## config.mk

```make
export PLATFORM = sky130hd
export DESIGN_NAME = imm_encoder
export DESIGN_NICKNAME = d
export VERILOG_FILES = /design/src/rtl/imm_pkg.sv /design/src/rtl/imm_range_check.sv /design/src/rtl/imm_encoder.sv
export SDC_FILE = /design/constraint.sdc
export NUM_CORES = 1
export LEC_CHECK = 0
export BUFFER_PORTS_ARGS = -buffer_cell sky130_fd_sc_hd__buf_2
export CORE_MARGIN = 1.5
export CORE_UTILIZATION = 48
export CTS_BUF_LIST = sky130_fd_sc_hd__clkbuf_2 sky130_fd_sc_hd__clkbuf_4 sky130_fd_sc_hd__clkbuf_8
export CTS_CLUSTER_DIAMETER = 30
export CTS_CLUSTER_SIZE = 20
export DETAILED_ROUTE_END_ITERATION = 8
export GPL_TIMING_DRIVEN = 1
export PLACE_DENSITY = 0.79
export SYNTH_ARGS = -nofsm -noshare
export SYNTH_HDL_FRONTEND = slang
export SYNTH_SLANG_ARGS = --single-unit
```

## constraint.sdc

```tcl
create_clock -name clk -period 1.47 [get_ports clk]
set_input_delay 0 -clock clk [delete_from_list [all_inputs] [get_ports clk]]
set_output_delay 0 -clock clk [all_outputs]
set_load 0.005 [all_outputs]
```

## src/rtl/imm_pkg.sv

```systemverilog
// Shared encodings and RV32I immediate field positions for the immediate encoder
// and its matching extender.
package imm_pkg;

   localparam logic [2:0] IMM_I = 3'b000;
   localparam logic [2:0] IMM_U = 3'b001;
   localparam logic [2:0] IMM_J = 3'b010;
   localparam logic [2:0] IMM_B = 3'b011;
   localparam logic [2:0] IMM_S = 3'b100;

   localparam logic [1:0] ERR_NONE  = 2'b00;
   localparam logic [1:0] ERR_RANGE = 2'b01;
   localparam logic [1:0] ERR_ALIGN = 2'b10;
   localparam logic [1:0] ERR_SEL   = 2'b11;

   // Instruction bit positions of each immediate field (LSB of the field, or single bit).
   localparam int I_LSB     = 20;   // [31:20] <- imm[11:0]
   localparam int U_LSB     = 12;   // [31:12] <- imm[31:12]
   localparam int S_HI_LSB  = 25;   // [31:25] <- imm[11:5]
   localparam int S_LO_LSB  = 7;    // [11:7]  <- imm[4:0]
   localparam int B_B12_POS = 31;   // [31]    <- imm[12]
   localparam int B_HI_LSB  = 25;   // [30:25] <- imm[10:5]
   localparam int B_LO_LSB  = 8;    // [11:8]  <- imm[4:1]
   localparam int B_B11_POS = 7;    // [7]     <- imm[11]
   localparam int J_B20_POS = 31;   // [31]    <- imm[20]
   localparam int J_LO_LSB  = 21;   // [30:21] <- imm[10:1]
   localparam int J_B11_POS = 20;   // [20]    <- imm[11]
   localparam int J_HI_LSB  = 12;   // [19:12] <- imm[19:12]

   typedef struct packed {
      logic [31:0] insn;
      logic [1:0]  err_code;
   } item_t;

   // Immediate extender: the decode-side inverse of the encoder's field placement.
   function automatic logic [31:0] imm_extend(input logic [31:0] insn, input logic [2:0] sel);
      logic [31:0] imm;
      imm = '0;
      case (sel)
         IMM_I: imm = {{20{insn[31]}}, insn[31:20]};
         IMM_U: imm = {insn[31:12], 12'h000};
         IMM_S: imm = {{20{insn[31]}}, insn[31:25], insn[11:7]};
         IMM_B: imm = {{19{insn[31]}}, insn[31], insn[7], insn[30:25], insn[11:8], 1'b0};
         IMM_J: imm = {{11{insn[31]}}, insn[31], insn[19:12], insn[20], insn[30:21], 1'b0};
         default: imm = '0;
      endcase
      return imm;
   endfunction

endpackage

```

## src/rtl/imm_range_check.sv

```systemverilog
// Classifies an immediate for a given type: bad select, misalignment or out of
// the type's encodable range. Purely combinational.
module imm_range_check
   import imm_pkg::*;
(
   input  logic [31:0] imm,
   input  logic [2:0]  sel,
   output logic [1:0]  err_code
);

   logic fits_12;   // signed value fits in 12 bits (I/S)
   logic fits_13;   // signed value fits in 13 bits (B)
   logic fits_21;   // signed value fits in 21 bits (J)
   logic low_zero;  // no bits below the U field

   always_comb begin
      fits_12  = (&imm[31:11]) | ~(|imm[31:11]);
      fits_13  = (&imm[31:12]) | ~(|imm[31:12]);
      fits_21  = (&imm[31:20]) | ~(|imm[31:20]);
      low_zero = ~(|imm[11:0]);
   end

   // Priority: bad select, then misalignment, then range.
   always_comb begin
      err_code = ERR_NONE;
      case (sel)
         IMM_I, IMM_S: begin
            if (!fits_12)
               err_code = ERR_RANGE;
         end
         IMM_U: begin
            if (!low_zero)
               err_code = ERR_RANGE;
         end
         IMM_B: begin
            if (imm[0])
               err_code = ERR_ALIGN;
            else if (!fits_13)
               err_code = ERR_RANGE;
         end
         IMM_J: begin
            if (imm[0])
               err_code = ERR_ALIGN;
            else if (!fits_21)
               err_code = ERR_RANGE;
         end
         default: err_code = ERR_SEL;
      endcase
   end

endmodule

```

## src/rtl/imm_encoder.sv

```systemverilog
// Scatters a 32-bit immediate into the immediate fields of a base RV32I word,
// through a 2-stage valid/ready pipeline with error flagging and a saturating error counter.
module imm_encoder
   import imm_pkg::*;
#(
   parameter int ERR_CNT_W = 8
)
(
   input  logic                 clk,
   input  logic                 rst_n,
   input  logic                 in_valid,
   output logic                 in_ready,
   input  logic [31:0]          in_insn,
   input  logic [31:0]          in_imm,
   input  logic [2:0]           in_imm_sel,
   output logic                 out_valid,
   input  logic                 out_ready,
   output logic [31:0]          out_insn,
   output logic                 out_err,
   output logic [1:0]           out_err_code,
   output logic [ERR_CNT_W-1:0] err_count,
   input  logic                 clr_err_count
);

   logic                 s1_valid_reg;
   item_t                s1_item_reg;
   logic                 out_valid_reg;
   item_t                s2_item_reg;
   logic [ERR_CNT_W-1:0] err_count_reg;
   logic [ERR_CNT_W-1:0] err_count_next;

   item_t                pack_next;
   logic [1:0]           chk_code;
   logic                 adv1;
   logic                 adv2;
   logic                 err_inc;

   assign adv2     = ~out_valid_reg | out_ready;
   assign adv1     = ~s1_valid_reg | adv2;
   assign in_ready = adv1;

   imm_range_check u_range_check (
      .imm      (in_imm),
      .sel      (in_imm_sel),
      .err_code (chk_code)
   );

   // Fields are packed even when the range check fails, so truncated bits land in place.
   always_comb begin
      pack_next.insn     = in_insn;
      pack_next.err_code = chk_code;
      case (in_imm_sel)
         IMM_I: begin
            pack_next.insn[I_LSB +: 12] = in_imm[11:0];
         end
         IMM_U: begin
            pack_next.insn[U_LSB +: 20] = in_imm[31:12];
         end
         IMM_S: begin
            pack_next.insn[S_HI_LSB +: 7] = in_imm[11:5];
            pack_next.insn[S_LO_LSB +: 5] = in_imm[4:0];
         end
         IMM_B: begin
            pack_next.insn[B_B12_POS]     = in_imm[12];
            pack_next.insn[B_HI_LSB +: 6] = in_imm[10:5];
            pack_next.insn[B_LO_LSB +: 4] = in_imm[4:1];
            pack_next.insn[B_B11_POS]     = in_imm[11];
         end
         IMM_J: begin
            pack_next.insn[J_B20_POS]      = in_imm[20];
            pack_next.insn[J_LO_LSB +: 10] = in_imm[10:1];
            pack_next.insn[J_B11_POS]      = in_imm[11];
            pack_next.insn[J_HI_LSB +: 8]  = in_imm[19:12];
         end
         default: begin
            pack_next.insn = in_insn;
         end
      endcase
   end

   // A clear that coincides with an errored delivery still counts that delivery.
   always_comb begin
      err_inc        = out_valid_reg & out_ready & out_err;
      err_count_next = err_count_reg;
      if (clr_err_count)
         err_count_next = err_inc ? ERR_CNT_W'(1) : '0;
      else if (err_inc && (err_count_reg != '1))
         err_count_next = err_count_reg + ERR_CNT_W'(1);
   end

   always_ff @(posedge clk or negedge rst_n) begin
      if (!rst_n) begin
         s1_valid_reg  <= 1'b0;
         s1_item_reg   <= '0;
         out_valid_reg <= 1'b0;
         s2_item_reg   <= '0;
         err_count_reg <= '0;
      end else begin
         if (adv1) begin
            s1_valid_reg <= in_valid;
            if (in_valid)
               s1_item_reg <= pack_next;
         end
         // An empty stage 1 drains the output valid but leaves the data registers untouched.
         if (adv2) begin
            out_valid_reg <= s1_valid_reg;
            if (s1_valid_reg)
               s2_item_reg <= s1_item_reg;
         end
         err_count_reg <= err_count_next;
      end
   end

   assign out_valid    = out_valid_reg;
   assign out_insn     = s2_item_reg.insn;
   assign out_err_code = s2_item_reg.err_code;
   assign out_err      = |s2_item_reg.err_code;
   assign err_count    = err_count_reg;

endmodule

```

# [Word level (Yosys, flattened, before mapping)]
# Index checks and enable logic that the tools add are counted.
[word_totals] register_bits=78 input_bits=72 wordCells=54
[classes] add_sub_neg=1 n_eq_ne=5 mux=14 n_bitwise=12 reduce_logical=15
[ops] operator="one-hot mux 7 bit (4 select lines)" count=1
[ops] operator="two-way mux 8 bit" count=3
[ops] operator="OR reduction 12 bit" count=2
[ops] operator="AND reduction 21 bit" count=1
[ops] operator="OR reduction 21 bit" count=1
[ops] operator="AND reduction 20 bit" count=1
[ops] operator="OR reduction 20 bit" count=1
[ops] operator="one-hot mux 5 bit (3 select lines)" count=1
[ops] operator="AND reduction 12 bit" count=1
[ops] operator="one-hot mux 5 bit (2 select lines)" count=1
[ops] operator="adder 8 x 1 -> 8 bit, second input constant" count=1
[ops] operator="inequality test 8 bit, second input constant" count=1
[ops] operator="one-hot mux 2 bit (4 select lines)" count=1
[ops] operator="equality test 3 x 2 -> 1 bit, second input constant" count=2
[ops] operator="OR reduction 2 bit" count=3
[ops] operator="two-way mux 1 bit" count=5
[ops] operator="inverter 1 bit" count=5
[ops] operator="OR 1 bit" count=5
[ops] operator="two-way mux 2 bit" count=2
[ops] operator="AND reduction 2 bit" count=2
[ops] operator="equality test 3 x 1 -> 1 bit, second input constant" count=1
[ops] operator="equality test 3 bit, second input constant" count=1
[ops] operator="zero test 3 bit" count=1
[ops] operator="AND 1 bit" count=2
[ops] operator="other kinds (2)" count=2

# [Longest topological paths before layout]
[depth] ltp_word=6 mapped_depth=6 mapped_depth_nobuf=5

# [Hierarchy]
# A second synthesis with hierarchy kept.
[hier_totals] hier_cells=337 hier_area_um2=3870.0
[by_module_without_submodules] module="imm_encoder" n_inst=1 cells_per_inst=306 area_each_um2=3671.0 seq_area_each_um2=1951.9
[by_module_without_submodules] module="imm_range_check" n_inst=1 cells_per_inst=31 area_each_um2=198.9 seq_area_each_um2=0.0

# [Least setup slack after synthesis]
# Ideal clock, no wire load.
[synth_path] path_kind="register -> register" from="register err_count_reg[2], in the netlist err_count[2]" to="register err_count_reg[5], in the netlist err_count[5]" arrival_time_ns=1.422 setup_slack_ns=-0.077 path_stages_with_launch=5 n_path_buf=0 synth_period_minus_slack_ns=1.547 cell_sequence="dfrtp_1 -> and4_4 -> a41oi_4 -> nor3b_2 -> mux2_4"
[synth_between] elab_chain_len=3 elab_cells_between_ends=6 cone_classes="add/sub (1); eq/ne (1); mux (2); reduce/logical (2)"
[synth_lines] item="start, declared" line_no="imm_encoder.sv:29" source="logic [ERR_CNT_W-1:0] err_count_reg;"
[synth_lines] item="start signal, assigned" line_no="imm_encoder.sv:110" source="err_count_reg <= err_count_next;"
[synth_lines] item="adder 8 x 1 -> 8 bit or inequality test 8 bit (tied branches)" line_no="imm_encoder.sv:88, imm_encoder.sv:87"
[synth_lines] item="two-way mux 8 bit or logical AND 1 bit (tied branches)" line_no="imm_encoder.sv:87" source="else if (err_inc && (err_count_reg != '1))"
[synth_lines] item="two-way mux 8 bit or nonzero test 2 bit (tied branches)"
# Parallel ways exist; a longest one is shown, timed or not. The select of a mux whose other input is x is not followed.
# A chain may end at the register's enable or synchronous reset.

# [Final worst setup path]
[layout_path] from="register err_count_reg[2], in the netlist err_count[2]" to="register err_count_reg[7], in the netlist err_count[7]"
# The elaborated chain is that of the path after synthesis.

==> flow_summary_export.csv <==
group,metric,value,unit
run_status,status,"finished, violations left",
route,drt_iter0_markers,163,
cts,cts_sinks,78,
route,drcViolationCount,0,
cts,cts_max_level,3,
cts,cts_tree,"done",
sta,worst_slack,-0.000552,ns
critical_path,worstSetupEndpointType,"flip-flop",
yosys,yosysUniqueCellTypes,51,
sta,fin_crit,1.47,ns
yosys,synth_top_family_by_area,"multiplexers",
cells_and_area,fillers,580,
floorplanning,fp.dieArea,0.00837,mm^2
yosys,synthAdderAreaFrac,0.333,%
critical_path,arrival,1.71,ns
critical_path,worstPathRequired,1.71,ns
floorplanning,die_height,91.5,um
grt,grt_pass1_vias,3256,
sta,relSlewSlack,63.2,%
cts,root_buffer,"clkbuf_8",
yosys,postSynthCellCount,318,
yosys,synth-main-ff-cell,"dfrtp_1",
yosys,synth_edf_count,0,
cells_and_area,stdcell_count,599,
cells_and_area,drive_gt1_share,44.9,%
place,dp_hpwl,6710,um
critical_path,reg2reg_from,"err_count[2]$_DFFE_PN0P_",
sta,whs,0.0213,ns
floorplanning,core_area,0.00765,mm^2
worst_hold_path,holdPathEnd,"s1_item_reg[12]$_DFFE_PN0P_",
cells_and_area,final_core_util,69.6,%
worst_hold_path,holdCritStartpoint,"in_imm[3]",
yosys,synth_compound_area_share,13.6,%
yosys,syn-mean-instance-area,11.8,um^2
critical_path,crit_type,"flip-flop to flip-flop",
yosys,yosysSeqAreaShare,51.9,%
power,p_int,4.58,mW
floorplanning,die_w,91.5,um
cts,clk_latency,0.34,ns
cells_and_area,antenna_cells,0,
route,wirelength,9830,um
critical_path,r2r_setup_slack,-0.0006,ns
cells_and_area,nets,565,
yosys,ys_ff_latch,78,
sta,skew,0.00609,ns
yosys,muxShareOfSynthArea,20.0,%
grt,antenna_found_initial,0,
yosys,syn_area,0.00376,mm^2
sta,setup_viol,1,
place,dpl.cell_count,543,
critical_path,path_max_fanout,4,
power,p_leak,2.42,nW
yosys,synthXorXnorAreaFrac,0.699,%
cells_and_area,layout_commonest_cell,"buf_2",
route,vias,3272,
critical_path,reg2reg_depth,4,
grt,grt_usage,24.6,%
power,switching_share,26.7,%
sta,rsz0062_at_grt,"true",
cts,clock_path_buffers,2,
floorplanning,start_util,49.2,%
grt,overflow,0,
place,gp_congestion,0.978,
power,power_density,1170,mW/mm^2
yosys,synth_fp_nets,391,
sta,fmax,0.680,GHz
power,power.share.clock,31.3,%
power,p_switching,1.67,mW
power,p_comb_share,24.1,%
cts,cts_buffers,9,
worst_hold_path,min_path_type,"primary input to flip-flop",
cells_and_area,mostFrequentLayoutCells,"115 x buf_2, 78 x dfrtp_1, 48 x mux2_2, 38 x dlygate4sd3_1, 26 x nand2_1",
cells_and_area,largest_reg_flops,34,
floorplanning,ios,117,
sta,slew_viol_final,0,
route,vias_per_cell,5.46,
grt,grt_max_degree,36,
cells_and_area,areaGrowthSynthToFinish,41.5,%
route,wl_per_cell,16.4,um
sta,post-route-period-util,100,%
sta,hold_viol_final,0,
critical_path,critPathLaunchType,"flip-flop",
power,pwr-share-seq,44.6,%
power,vdd_drop_max,0.000595,V
yosys,yosys.area_share.simple,11.0,%
yosys,ys_warn_count,0,
floorplanning,fp-row-count,32,
critical_path,r2r_end,"err_count[7]$_DFFE_PN0P_",
yosys,async_reset_ff_share,100,%
grt,grt_pass1_wl,16000,um
run,cap_violations,0,
sta,tightest_slew,0.550,ns
worst_hold_path,hold_depth,3,
route,first_pass_iters,4,
place,numPortBuffers,116,
run_status,violations,"negative setup slack",
route,ant_nets,0,
cts,clkSlewWorstSetupHoldPaths,0.08,ns
-- worst max-delay path by stage --
stage | start | end | slack, ns | cells after the start
5_1_grt | err_count[2]$_DFFE_PN0P_ | err_count[7]$_DFFE_PN0P_ | -0.07 | 4
6_report | err_count[2]$_DFFE_PN0P_ | err_count[7]$_DFFE_PN0P_ | -0.0006 | 4
2_1_floorplan | err_count[1]$_DFFE_PN0P_ | err_count[5]$_DFFE_PN0P_ | -0.05 | 4
4_1_cts | err_count[2]$_DFFE_PN0P_ | err_count[7]$_DFFE_PN0P_ | -0.01 | 4
3_3_place_gp | err_count[1]$_DFFE_PN0P_ | err_count[7]$_DFFE_PN0P_ | -0.02 | 4
3_5_place_dp | err_count[1]$_DFFE_PN0P_ | err_count[7]$_DFFE_PN0P_ | -0.06 | 4
-- per-stage QoR --
| step | power, mW | setup slack, ns | cell area (um^2) | setup TNS (ns) |
|---|---|---|---|---|
| finish | 6.25 | -0.000552 | 5320 | -0.000552 |
| global route | 6.58 | -0.0654 | 5320 | -0.132 |
| CTS | 6.26 | -0.0113 | 5260 | -0.0120 |
| detailed placement | 4.23 | -0.0634 | 4620 | -0.127 |
| global placement | 4.15 | -0.0248 | 4620 | -0.0475 |
| floorplan | 3.49 | -0.0492 | 3760 | -0.0983 |
-- power groups by stage --
stage | registers [mW] | clock network [mW] | logic, mW
5_1_grt | 2.84 | 2.09 | 1.64
6_report | 2.79 | 1.95 | 1.51
4_1_cts | 2.79 | 1.99 | 1.48
3_3_place_gp | 2.80 | 0 | 1.35
3_5_place_dp | 2.83 | 0 | 1.40
2_1_floorplan | 2.83 | 0 | 0.662
-- logic make-up (layout without fill, tap and decap cells) --
| logic type | after synthesis | count (layout) |
|---|---|---|
| flops | 78 | 78 |
| xor+xnor | 3 | 3 |
| compound gates | 72 | 72 |
| mux | 67 | 67 |
| simple gates | 78 | 78 |
| buf+inv | 19 | 198 |
| fa+ha+maj | 1 | 1 |
-- what timing repair did --
item / in CTS / in global routing
hold buffers: 38 / 0
cloned: 0 / 0
buffers inserted: 2 / 0
pin swaps: 2 / 4
setup endpoints to repair: 3 / 19
resized for setup: 0 / 8
hold endpoints to repair: 108 / 0
-- worst max-delay path: stages, from the launching register on --
cell,delay [ns]
dfrtp_1,0.38
and4_4,0.21
a41oi_4,0.24
nor3b_2,0.22
mux2_4,0.31
-- final cells by class --
class / instances / area (um^2) / area share (%)
inverters: 3 / 11.3 / 0.212
repair buffers: 179 / 1200 / 22.6
clock buffers: 11 / 139 / 2.61
well taps: 102 / 128 / 2.40
multi-input cells: 221 / 1780 / 33.5
flip-flops and latches: 78 / 1950 / 36.7
clock inverters: 5 / 106 / 2.00
-- Yosys cell counts (all sizes together), types with 4 or more instances --
| cell type | n | area, um^2 |
|---|---|---|
| nor2 | 11 | 41.3 |
| o21ai | 25 | 125 |
| a21oi | 5 | 36.3 |
| mux2 | 50 | 571 |
| o22a | 4 | 35.0 |
| dfrtp | 78 | 1950 |
| nand4 | 7 | 43.8 |
| buf | 11 | 60.1 |
| a22oi | 12 | 90.1 |
| o22ai | 6 | 37.5 |
| nand2b | 8 | 50.1 |
| clkbuf | 5 | 18.8 |
| nand2 | 29 | 114 |
| mux2i | 17 | 183 |
| nor4 | 7 | 43.8 |
-- metal layers --
metal	GRT usage (%)	vias to the layer above	share of wire, %	wire [um]
met5	0	-	0	0
met4	13.0	0	3.1	306
met3	4.19	25	5.4	526
met1	32.4	1570	43	4250
met2	38.8	147	48	4750
li1	-	1530	-	-
Power figures use the tool's default switching activity.
